**src/rtl/load_store_unit.sv**
```systemverilog
// rtl/load_store_unit.sv - memory-stage load/store controller with sub-word read-modify-write
module load_store_unit #(
  parameter int MEM_WORDS  = 64,
  parameter int ADDR_WIDTH = 32
) (
  input  logic                  clk,
  input  logic                  reset,
  input  logic                  req_valid,
  output logic                  req_ready,
  input  logic                  req_write,
  input  logic [1:0]            req_size,
  input  logic                  req_unsigned,
  input  logic [ADDR_WIDTH-1:0] req_address,
  input  logic [31:0]           req_store_data,
  output logic                  mem_write,
  output logic [ADDR_WIDTH-1:0] mem_address,
  output logic [31:0]           mem_write_data,
  input  logic [31:0]           mem_read_data,
  output logic                  resp_valid,
  output logic [31:0]           resp_load_data,
  output logic                  resp_fault,
  output logic                  stall
);

  typedef enum logic [1:0] {IDLE, ACCESS, WRITE, RESP} state_t;

  localparam logic [1:0] SZ_BYTE = 2'b00;
  localparam logic [1:0] SZ_HALF = 2'b01;
  localparam logic [1:0] SZ_WORD = 2'b10;
  localparam logic [ADDR_WIDTH-3:0] WORD_LIMIT = (ADDR_WIDTH-2)'(MEM_WORDS);

  state_t                  state, state_next;
  logic                    r_write;
  logic [1:0]              r_size;
  logic                    r_unsigned;
  logic [ADDR_WIDTH-1:0]   r_addr;
  logic [31:0]             r_store_data;
  logic                    r_fault;
  logic [31:0]             r_merged;
  logic [31:0]             r_load_data;

  logic                    req_fault;
  logic [7:0]              byte_sel;
  logic [15:0]             half_sel;
  logic [31:0]             lane_load;
  logic [31:0]             lane_merge;
  logic [ADDR_WIDTH-1:0]   word_addr;

  assign word_addr = {r_addr[ADDR_WIDTH-1:2], 2'b00};

  // Classify an incoming request: illegal size, misalignment or word index past the memory.
  always_comb begin
    req_fault = 1'b0;
    case (req_size)
      SZ_HALF: req_fault = req_address[0];
      SZ_WORD: req_fault = |req_address[1:0];
      SZ_BYTE: req_fault = 1'b0;
      default: req_fault = 1'b1;
    endcase
    if (req_address[ADDR_WIDTH-1:2] >= WORD_LIMIT) req_fault = 1'b1;
  end

  // Little-endian lane extraction and extension of the word read back from memory.
  always_comb begin
    case (r_addr[1:0])
      2'd0:    byte_sel = mem_read_data[7:0];
      2'd1:    byte_sel = mem_read_data[15:8];
      2'd2:    byte_sel = mem_read_data[23:16];
      default: byte_sel = mem_read_data[31:24];
    endcase
    half_sel = r_addr[1] ? mem_read_data[31:16] : mem_read_data[15:0];
    case (r_size)
      SZ_BYTE: lane_load = {{24{~r_unsigned & byte_sel[7]}}, byte_sel};
      SZ_HALF: lane_load = {{16{~r_unsigned & half_sel[15]}}, half_sel};
      default: lane_load = mem_read_data;
    endcase
  end

  // Merge the store lane into the current memory word for sub-word stores.
  always_comb begin
    lane_merge = mem_read_data;
    if (r_size == SZ_BYTE) begin
      case (r_addr[1:0])
        2'd0:    lane_merge[7:0]   = r_store_data[7:0];
        2'd1:    lane_merge[15:8]  = r_store_data[7:0];
        2'd2:    lane_merge[23:16] = r_store_data[7:0];
        default: lane_merge[31:24] = r_store_data[7:0];
      endcase
    end else if (r_addr[1]) begin
      lane_merge[31:16] = r_store_data[15:0];
    end else begin
      lane_merge[15:0] = r_store_data[15:0];
    end
  end

  // State register; reset drops straight to IDLE so an in-flight write strobe dies immediately.
  always_ff @(posedge clk or negedge reset) begin
    if (!reset) state <= IDLE;
    else        state <= state_next;
  end

  // Next state and memory/handshake outputs.
  always_comb begin
    state_next     = state;
    req_ready      = 1'b0;
    mem_write      = 1'b0;
    mem_address    = '0;
    mem_write_data = '0;
    resp_valid     = 1'b0;
    case (state)
      IDLE: begin
        req_ready = 1'b1;
        if (req_valid) state_next = req_fault ? RESP : ACCESS;
      end
      ACCESS: begin
        mem_address = word_addr;
        if (r_write && r_size == SZ_WORD) begin
          mem_write      = 1'b1;
          mem_write_data = r_store_data;
          state_next     = RESP;
        end else if (r_write) begin
          state_next = WRITE;
        end else begin
          state_next = RESP;
        end
      end
      WRITE: begin
        mem_address    = word_addr;
        mem_write      = 1'b1;
        mem_write_data = r_merged;
        state_next     = RESP;
      end
      default: begin
        resp_valid = 1'b1;
        state_next = IDLE;
      end
    endcase
  end

  // Request capture on accept, then load result or merged word captured during ACCESS.
  always_ff @(posedge clk or negedge reset) begin
    if (!reset) begin
      r_write      <= 1'b0;
      r_size       <= 2'b00;
      r_unsigned   <= 1'b0;
      r_addr       <= '0;
      r_store_data <= '0;
      r_fault      <= 1'b0;
      r_merged     <= '0;
      r_load_data  <= '0;
    end else if (state == IDLE && req_valid) begin
      r_write      <= req_write;
      r_size       <= req_size;
      r_unsigned   <= req_unsigned;
      r_addr       <= req_address;
      r_store_data <= req_store_data;
      r_fault      <= req_fault;
      r_load_data  <= '0;
    end else if (state == ACCESS) begin
      if (r_write) r_merged    <= lane_merge;
      else         r_load_data <= lane_load;
    end
  end

  assign resp_fault     = resp_valid & r_fault;
  assign resp_load_data = resp_valid ? r_load_data : '0;
  assign stall          = ~req_ready;

endmodule

```
**config.mk**
```make
export PLATFORM = sky130hd
export DESIGN_NAME = load_store_unit
export DESIGN_NICKNAME = d
export VERILOG_FILES = /design/src/rtl/load_store_unit.sv
export SDC_FILE = /design/constraint.sdc
export NUM_CORES = 1
export LEC_CHECK = 0
export ABC_AREA = 1
export CORE_MARGIN = 1.5
export CORE_UTILIZATION = 40
export DETAILED_ROUTE_END_ITERATION = 10
export GPL_ROUTABILITY_DRIVEN = 0
export PLACE_DENSITY = 0.78
export SKIP_LAST_GASP = 1
export SYNTH_ARGS = -nofsm -noshare
export SYNTH_HDL_FRONTEND = slang
export SYNTH_SLANG_ARGS = --single-unit
```
**constraint.sdc**
```tcl
create_clock -name clk -period 3.7 [get_ports clk]
set_clock_uncertainty 0.15 [all_clocks]
set_input_delay 0.555 -clock clk [delete_from_list [all_inputs] [get_ports clk]]
set_output_delay 0.555 -clock clk [all_outputs]
set_load 0.01 [all_outputs]
```
# Word level (Yosys, flattened, before mapping)
# Cells that the tools add are included.
[word_totals]
in_bits = 103
elab_cells = 67
register_bits = 135
output_inout_bits = 101
[op_classes]
n_reduce_logical = 13
n_eq_ne = 10
bitwise = 6
mux = 28
n_lt_le_gt_ge = 1
[op_table]
columns = ["operator", "n"]
rows = [
  ["2-to-1 mux 32 bit", 7],
  ["case mux 32 bit (2 select lines)", 2],
  ["2-to-1 mux 16 bit", 3],
  ["2-to-1 mux 8 bit", 4],
  ["greater-or-equal comparator 30 x 7 -> 1 bit (second input constant)", 1],
  ["case mux 8 bit (3 select lines)", 1],
  ["== test 2 x 1 -> 1 bit (second input constant)", 4],
  ["== test 2 bit (second input constant)", 4],
  ["zero test 2 bit", 4],
  ["2-to-1 mux 1 bit", 6],
  ["case mux 2 bit (3 select lines)", 1],
  ["OR reduction 3 bit", 2],
  ["2-to-1 mux 2 bit", 2],
  ["OR reduction 2 bit", 2],
  ["AND 1 bit", 3],
  ["inverter 1 bit", 3],
  ["case mux 1 bit (3 select lines)", 1],
  ["AND reduction 3 bit", 1],
  ["logical AND 1 bit", 2],
  ["!= test 2 x 1 -> 1 bit (second input constant)", 1],
  ["!= test 2 bit (second input constant)", 1],
  ["case mux 1 bit (2 select lines)", 1],
  ["AND reduction 2 bit", 1],
  ["nonzero test 2 bit", 1],
]

# Longest topological paths before layout
# Gate-level depths: netlist of the first run.
[depth]
ltp_word = 7
ltp_mapped = 9
mapped_depth_nobuf = 9

# Least setup slack after synthesis of the first run
# Ideal clock, no wire load.
[synth_path]
kind = "register to output"
start = "reg state[0]"
end = "out mem_write_data[3]"
setup_slack_ps = 1609
path_stages_with_launch = 7
arrival_time_ps = 1386
t_required_ps = 2995
n_path_buf = 2
cell_sequence = "dfrtp_1 inv_1 ha_1 clkbuf_1 clkbuf_1 nand2_1 a21oi_1"
[synth_via]
elab_chain_cells = 2
word_cells_on_any_way = 3
cone_classes = "eq/ne (2); mux (1)"
[synth_lines]
columns = ["element", "line", "rtl"]
rows = [
  ["start: declaration", "32", "state_t state, state_next;"],
  ["start signal: assignment", "99", "else state <= state_next;"],
  ["== test 2 bit / == test 2 x 1 -> 1 bit (equally long branches)", "110", "case (state)"],
  ["case mux 32 bit (2 select lines) *", "110", ""],
  ["end: declaration", "17", "output logic [31:0] mem_write_data,"],
]
# Every way passes the cells marked *; elsewhere a longest branch is shown, timed or not.

# Worst setup path in the final report of the first run
[layout_path]
start = "reg state[1]"
end = "out mem_write_data[17]"
# Same word-level chain as after synthesis.

==> results of run 1 <==
## layer usage
layer	global-route usage (%)	routed length (um)	vias up
li1	-	-	3885
met2	39.6	11700	366
met1	32.8	10400	3713
met5	0	0	-
met4	8.75	501	0
met3	5.80	2350	39
## path summary, 6_finish.rpt
| kind | startpoint | end | slack [ns] | cells past startpoint |
|---|---|---|---|---|
| worst max-delay path | state[1] | mem_write_data[17] | 0.27 | 9 |
| worst min-delay path | reset | r_store_data[26] | 0.1 | 1 |
| min in group clk | r_fault | r_fault | 0.33 | 2 |
| worst max register to register | r_size[0] | r_merged[25] | 1.07 | 7 |
| worst min register to register | r_fault | r_fault | 0.33 | 2 |
| max in group asynchronous | reset | r_addr[6] | 2.32 | 2 |
## logic make-up (layout without fill, tap and decap cells)
logic type,after synthesis,count (layout),share of synthesized area [%]
other,1,2,0.0476
adders and majority gates,4,4,0.636
and+or+nand+nor,536,536,27.9
DFF,135,135,42.9
buffers and inverters,198,370,10.6
AOI/OAI and AO/OA,262,262,17.9
## power groups by stage
stage          Combinational, W  Clock [W]  Sequential, W
3_3_place_gp            0.00456          0        0.00262
5_1_grt                 0.00523    0.00176        0.00270
2_1_floorplan           0.00313          0        0.00245
3_5_place_dp            0.00467          0        0.00263
4_1_cts                 0.00469    0.00170        0.00262
6_report                0.00469    0.00168        0.00263
## state kept, by name, indices dropped and copies added, names as in the netlist
| register | cells |
|---|---|
| r_store_data | 32 |
| r_size | 2 |
| r_fault | 1 |
| r_addr | 32 |
| state | 2 |
| r_load_data | 32 |
| r_write | 1 |
| r_merged | 32 |
| r_unsigned | 1 |
## final cells by class
type / count / share of cell area [%]
clock buffer: 21 / 4.26
clock inverter: 10 / 1.17
inverter: 124 / 4.41
multi-input combinational: 804 / 34.7
sequential: 135 / 32.0
tap: 265 / 3.14
timing repair buffer: 215 / 20.3
## placed cells by master (no fill, tap or decap), types with 3 or more instances in the layout
cell type / instances
nand3_1: 42
o21ai_0: 80
inv_2: 9
clkbuf_16: 17
buf_4: 12
a21oi_1: 117
nor2_4: 4
o21a_1: 33
o21ai_1: 31
nand2_1: 416
ha_1: 4
nand2_2: 24
dfrtp_1: 135
clkdlybuf4s50_1: 200
nor2_1: 42
inv_1: 115
clkinv_4: 4
clkbuf_1: 3
nor2_2: 3
## worst max-delay path, delay by kind of cell, from the launching register on
family	cells	cell delay [ns]
buf+inv	4	1.17
flops	1	0.41
simple gates	3	0.40
compound gates	1	0.17
fa+ha+maj	1	0.14
## metrics by stage
step / total power, W / instances / cell area (um2) / util, %
5_1_grt: 0.00970 / 1574 / 10600 / 54.5
4_1_cts: 0.00901 / 1574 / 10600 / 54.5
6_report: 0.00900 / 1574 / 10600 / 54.5
3_5_place_dp: 0.00729 / 1543 / 9990 / 51.5
2_1_floorplan: 0.00558 / 1137 / 7880 / -
3_3_place_gp: 0.00719 / 1543 / 9990 / 51.5
## synth_stat cells, drive strengths merged
library cell / number / share of area (%)
a21oi: 118 / 7.6
buf: 39 / 3.1
clkbuf: 35 / 1.7
conb: 1 / 0.048
dfrtp: 135 / 43
ha: 4 / 0.64
inv: 124 / 5.9
nand2: 440 / 22
nand3: 44 / 3.1
nand4: 1 / 0.16
nor2: 49 / 2.7
nor3: 1 / 0.13
nor4: 1 / 0.080
o21a: 33 / 3.1
o21ai: 111 / 7.1
==> impl_metrics.tcl, run 1 <==
set metrics [dict create \
    relSlewSlack_pct 27.2 \
    multiInputGateArea_um2 3670 \
    clk-insertion-delay-late_ns 0.43 \
    finalCriticalPeriod_ns 3.43 \
    port_buffers 201 \
    final-seq-area_um2 3380 \
    max_freq_mhz 292 \
    required_ns 2.99 \
    end_kind "output pin" \
    detail-route-antenna-nets 0 \
    clock_sinks 135 \
    antenna_found_initial 0 \
    path_cells "inv_1 -> ha_1 -> inv_1 -> nor3_2 -> nand2_1 -> inv_2 -> nand2_1 -> a21oi_1 -> clkdlybuf4s50_1" \
    drtIter0Drc 773 \
    min-delay-path-class "input port to asynchronous set/reset pin" \
    outcome "completed" \
    syn_inst 1136 \
    cts_buffers 17 \
    ys_warn_count 0 \
    viasPerCell 5.08 \
    grt_pass1_vias 7320 \
    syn-cell-area_um2 7870 \
    cts-root-to-sink-buffers 2 \
    power_frac_comb_pct 52.1 \
    setup_slack_ns 0.271 \
    grt_util_all_layers_pct 24.7 \
    cp_slowest_cell "clkdlybuf4s50_1" \
    fp.dieH_um 143 \
    maxSlewViolCount 0 \
    start_util_pct 40.6 \
    ys_seq_area_share_pct 42.9 \
    postCtsSetupRepairBufs 0 \
    cpPeakStageDelay_ns 0.55 \
    avgSynthCellArea_um2 6.93 \
    worstSetupPathType "register to output pin" \
    dieArea_um2 20500 \
    hpwlAfterDp_mm 17.9 \
    p_clk_share_pct 18.7 \
    hold_buffers 0 \
    fp.dieW_um 143 \
    p_leak_nw 5.15 \
    vias 8003 \
    routedWlPerCell_um 15.9 \
    fin_crit_sh_pct 92.7 \
    n_fill_cell 1866 \
    num_antenna_cells 0 \
    worstPathArrival_ns 2.72 \
    power_density_nw_per_um2 852 \
    p_switching_w 0.00396 \
    grt_max_degree 117 \
    ys_ff_latch 135 \
    rsz0062_at_grt "no" \
    num_rows 51 \
    cts_resized 0 \
    cts_tree "yes" \
    pre_cts_ws_ns 0.675 \
    setup_viol 0 \
    area_growth_pct 34.2 \
    whs_ns 0.0959 \
    ios 204 \
    overflow 0 \
    cap_violations 0 \
    dr.pass1.iters 5 \
    fin_nets 1404 \
    worst_pin_slew_ns 1.09 \
    drc 0 \
    htreeDepth 4 \
    pwr-share-seq_pct 29.2 \
    layout-drive-gt1-share_pct 6.72 \
    internal_power_w 0.00504 \
    ir_drop_mv 0.451 \
    p_sw_share_pct 44.0 \
    tns_ns 0 \
    cts_root_buf "clkbuf_16" \
    worst-path-max-fanout 33 \
    coreArea_um2 19400 \
    grt_pass1_wl_mm 38.8 \
    cp-start-kind "register" \
    path_clk_slew_ns 0.06 \
    synthDistinctLibCells 26 \
    finalHoldViolations 0 \
    wirelength_mm 25.0 \
]
Note: power is estimated with default switching activity, not from simulation.
==> run 2: changes to the inputs <==
--- a/config.mk
+++ b/config.mk
@@ -15,3 +15,4 @@
 export SYNTH_ARGS = -nofsm -noshare
 export SYNTH_HDL_FRONTEND = slang
 export SYNTH_SLANG_ARGS = --single-unit
+export TNS_END_PERCENT = 100
==> results of run 2 <==
Final layout, timing and power as in run 1 (identical DEF).
==> run 3: changes to the inputs <==
==> constraint.sdc (replaced) <==
create_clock -name clk -period 3.35 [get_ports clk]
set_clock_uncertainty 0.15 [all_clocks]
set_input_delay 0.5025 -clock clk [delete_from_list [all_inputs] [get_ports clk]]
set_output_delay 0.5025 -clock clk [all_outputs]
set_load 0.01 [all_outputs]
==> run 3 against run 2 <==
Net effect:
- power is 12% higher
- critical path depth is the same
- critical path type unchanged
- clock power increased by 15%
- count of clock-buffer cells in the layout is 3 higher
- global-route usage is 0.26 points higher
- die area unchanged
- core utilization increased by 0.30 points
- worst hold slack better by 0.23 ns
- cell count increased by 0.32%
- sequential cell count stayed put
- critical endpoint is now mem_write_data[3]
- first-iteration DRC count increased by 3.5%
==> impl_metrics.tcl, run 3 (synthesis results as in run 1) <==
set metrics [dict create \
    final-seq-area_um2 3380 \
    outcome "completed" \
    grt_pass1_vias 7551 \
    critical_path.reg2reg.startpoint "state[0]" \
    final_common_cell "nand2_1" \
    grt_pass1_wl_mm 39.3 \
    power_density_nw_per_um2 947 \
    maxSlewViolCount 0 \
    fin_crit_sh_pct 94.5 \
    vias 8054 \
    cp-start-kind "register" \
    htreeDepth 4 \
    cts_tree "yes" \
    clk-insertion-delay-late_ns 0.42 \
    min-delay-start "r_addr[4]" \
    overflow 0 \
    rr_worst_depth 8 \
    required_ns 2.70 \
    num_antenna_cells 0 \
    min-delay-path-class "register to register" \
    wirelength_mm 25.3 \
    end_kind "output pin" \
    dieArea_um2 20500 \
    finalHoldViolations 0 \
    crit_path_end "mem_write_data[3]" \
    worstPathArrival_ns 2.51 \
    num_rows 51 \
    ir_drop_mv 0.557 \
    max_freq_mhz 316 \
    layout_common_cells "nand2_1, clkdlybuf4s50_1, dfrtp_1, a21oi_1, inv_1" \
    r2r_slack_ns 0.88 \
    clock_sinks 135 \
    cap_violations 0 \
    placedCellCount 1547 \
    cts_buffers 17 \
    fin_nets 1409 \
    setup_slack_ns 0.184 \
    finalPower_w 0.0101 \
    crit_path_start "state[1]" \
    utilization_pct 54.8 \
    worst_pin_slew_ns 0.857 \
    port_buffers 201 \
    layout-drive-gt1-share_pct 6.93 \
    antenna_found_initial 1 \
    final_cells 1579 \
    grt_max_degree 69 \
    rsz0062_at_grt "no" \
    fp.dieW_um 143 \
    n_fill_cell 1928 \
    finalCriticalPeriod_ns 3.17 \
    path_clk_slew_ns 0.06 \
    setup_viol 0 \
    worstSetupPathType "register to output pin" \
    timing.rr.end "r_merged[31]" \
    drtIter0Drc 800 \
    coreArea_um2 19400 \
    relSlewSlack_pct 42.8 \
    detail-route-antenna-nets 0 \
    routedWlPerCell_um 16.0 \
    pre_cts_ws_ns 0.395 \
    cts_root_buf "clkbuf_16" \
    fp.dieH_um 143 \
    multiInputGateArea_um2 3670 \
    dr.pass1.iters 6 \
    grt_util_all_layers_pct 25.0 \
    drc 0 \
    ios 204 \
    cts-root-to-sink-buffers 2 \
    worst-path-max-fanout 33 \
    viasPerCell 5.10 \
    start_util_pct 40.6 \
    tns_ns 0 \
    hpwlAfterDp_mm 18.2 \
    area_growth_pct 34.9 \
    p_leak_nw 5.18 \
]
-- run 3: metal layers --
layer / GRT usage [%] / vias up / wire, um
li1: - / 3885 / -
met1: 32.4 / 3760 / 10700
met2: 40.5 / 360 / 11900
met3: 5.70 / 47 / 2040
met4: 9.77 / 2 / 673
met5: 0 / - / 9
-- run 3: what timing repair did --
item / in CTS / in global routing
hold buffers: 1 / 0
resized for setup: 1 / 2
pin swaps: 0 / 0
endpoints found under the setup margin: 18 / 29
setup buffers: 0 / 0
hold endpoints to repair: 66 / 0
-- run 3: where the power goes --
group / total [W] / switching (W) / internal (W)
Clock: 0.00193 / 0.000705 / 0.00123
Sequential: 0.00288 / 0.000512 / 0.00237
Combinational: 0.00524 / 0.00315 / 0.00209
Total: 0.0101 / 0.00437 / 0.00568
-- run 3: area by class of cell --
type / count / area share [%]
inverters: 124 / 4.43
clock inverters: 7 / 1.12
repair buffers: 220 / 20.4
well taps: 265 / 3.12
multi-input cells: 804 / 34.6
flip-flops and latches: 135 / 31.8
clock buffers: 24 / 4.54
-- run 3: per-stage QoR --
stage / hold WS [ns] / cell area (um2)
after floorplan: 0.0569 / 7880
after global placement: 0.311 / 10000
after detailed placement: 0.315 / 10000
after CTS: 0.330 / 10600
after global routing: 0.339 / 10600
final: 0.325 / 10600
-- run 3: worst min path at each step --
| stage | slack (ns) | cells past startpoint | to |
|---|---|---|---|
| 4_1_cts | 0.33 | 2 | r_load_data[28] |
| 6_report | 0.33 | 2 | r_addr[4] |
| 5_1_grt | 0.34 | 2 | r_load_data[28] |
| 2_1_floorplan | 0.06 | 0 | r_addr[0] |
| 3_3_place_gp | 0.31 | 2 | r_addr[15] |
| 3_5_place_dp | 0.32 | 2 | r_addr[26] |
-- run 3: worst max-delay path, cell delays in order (launching register included) --
cell and delay (ns):
dfrtp_1 0.41, inv_1 0.09, ha_1 0.13, inv_1 0.08
nor3_2 0.20, nand2_1 0.13, clkinv_4 0.21, nand2_1 0.09
a21oi_1 0.16, clkdlybuf4s50_1 0.56
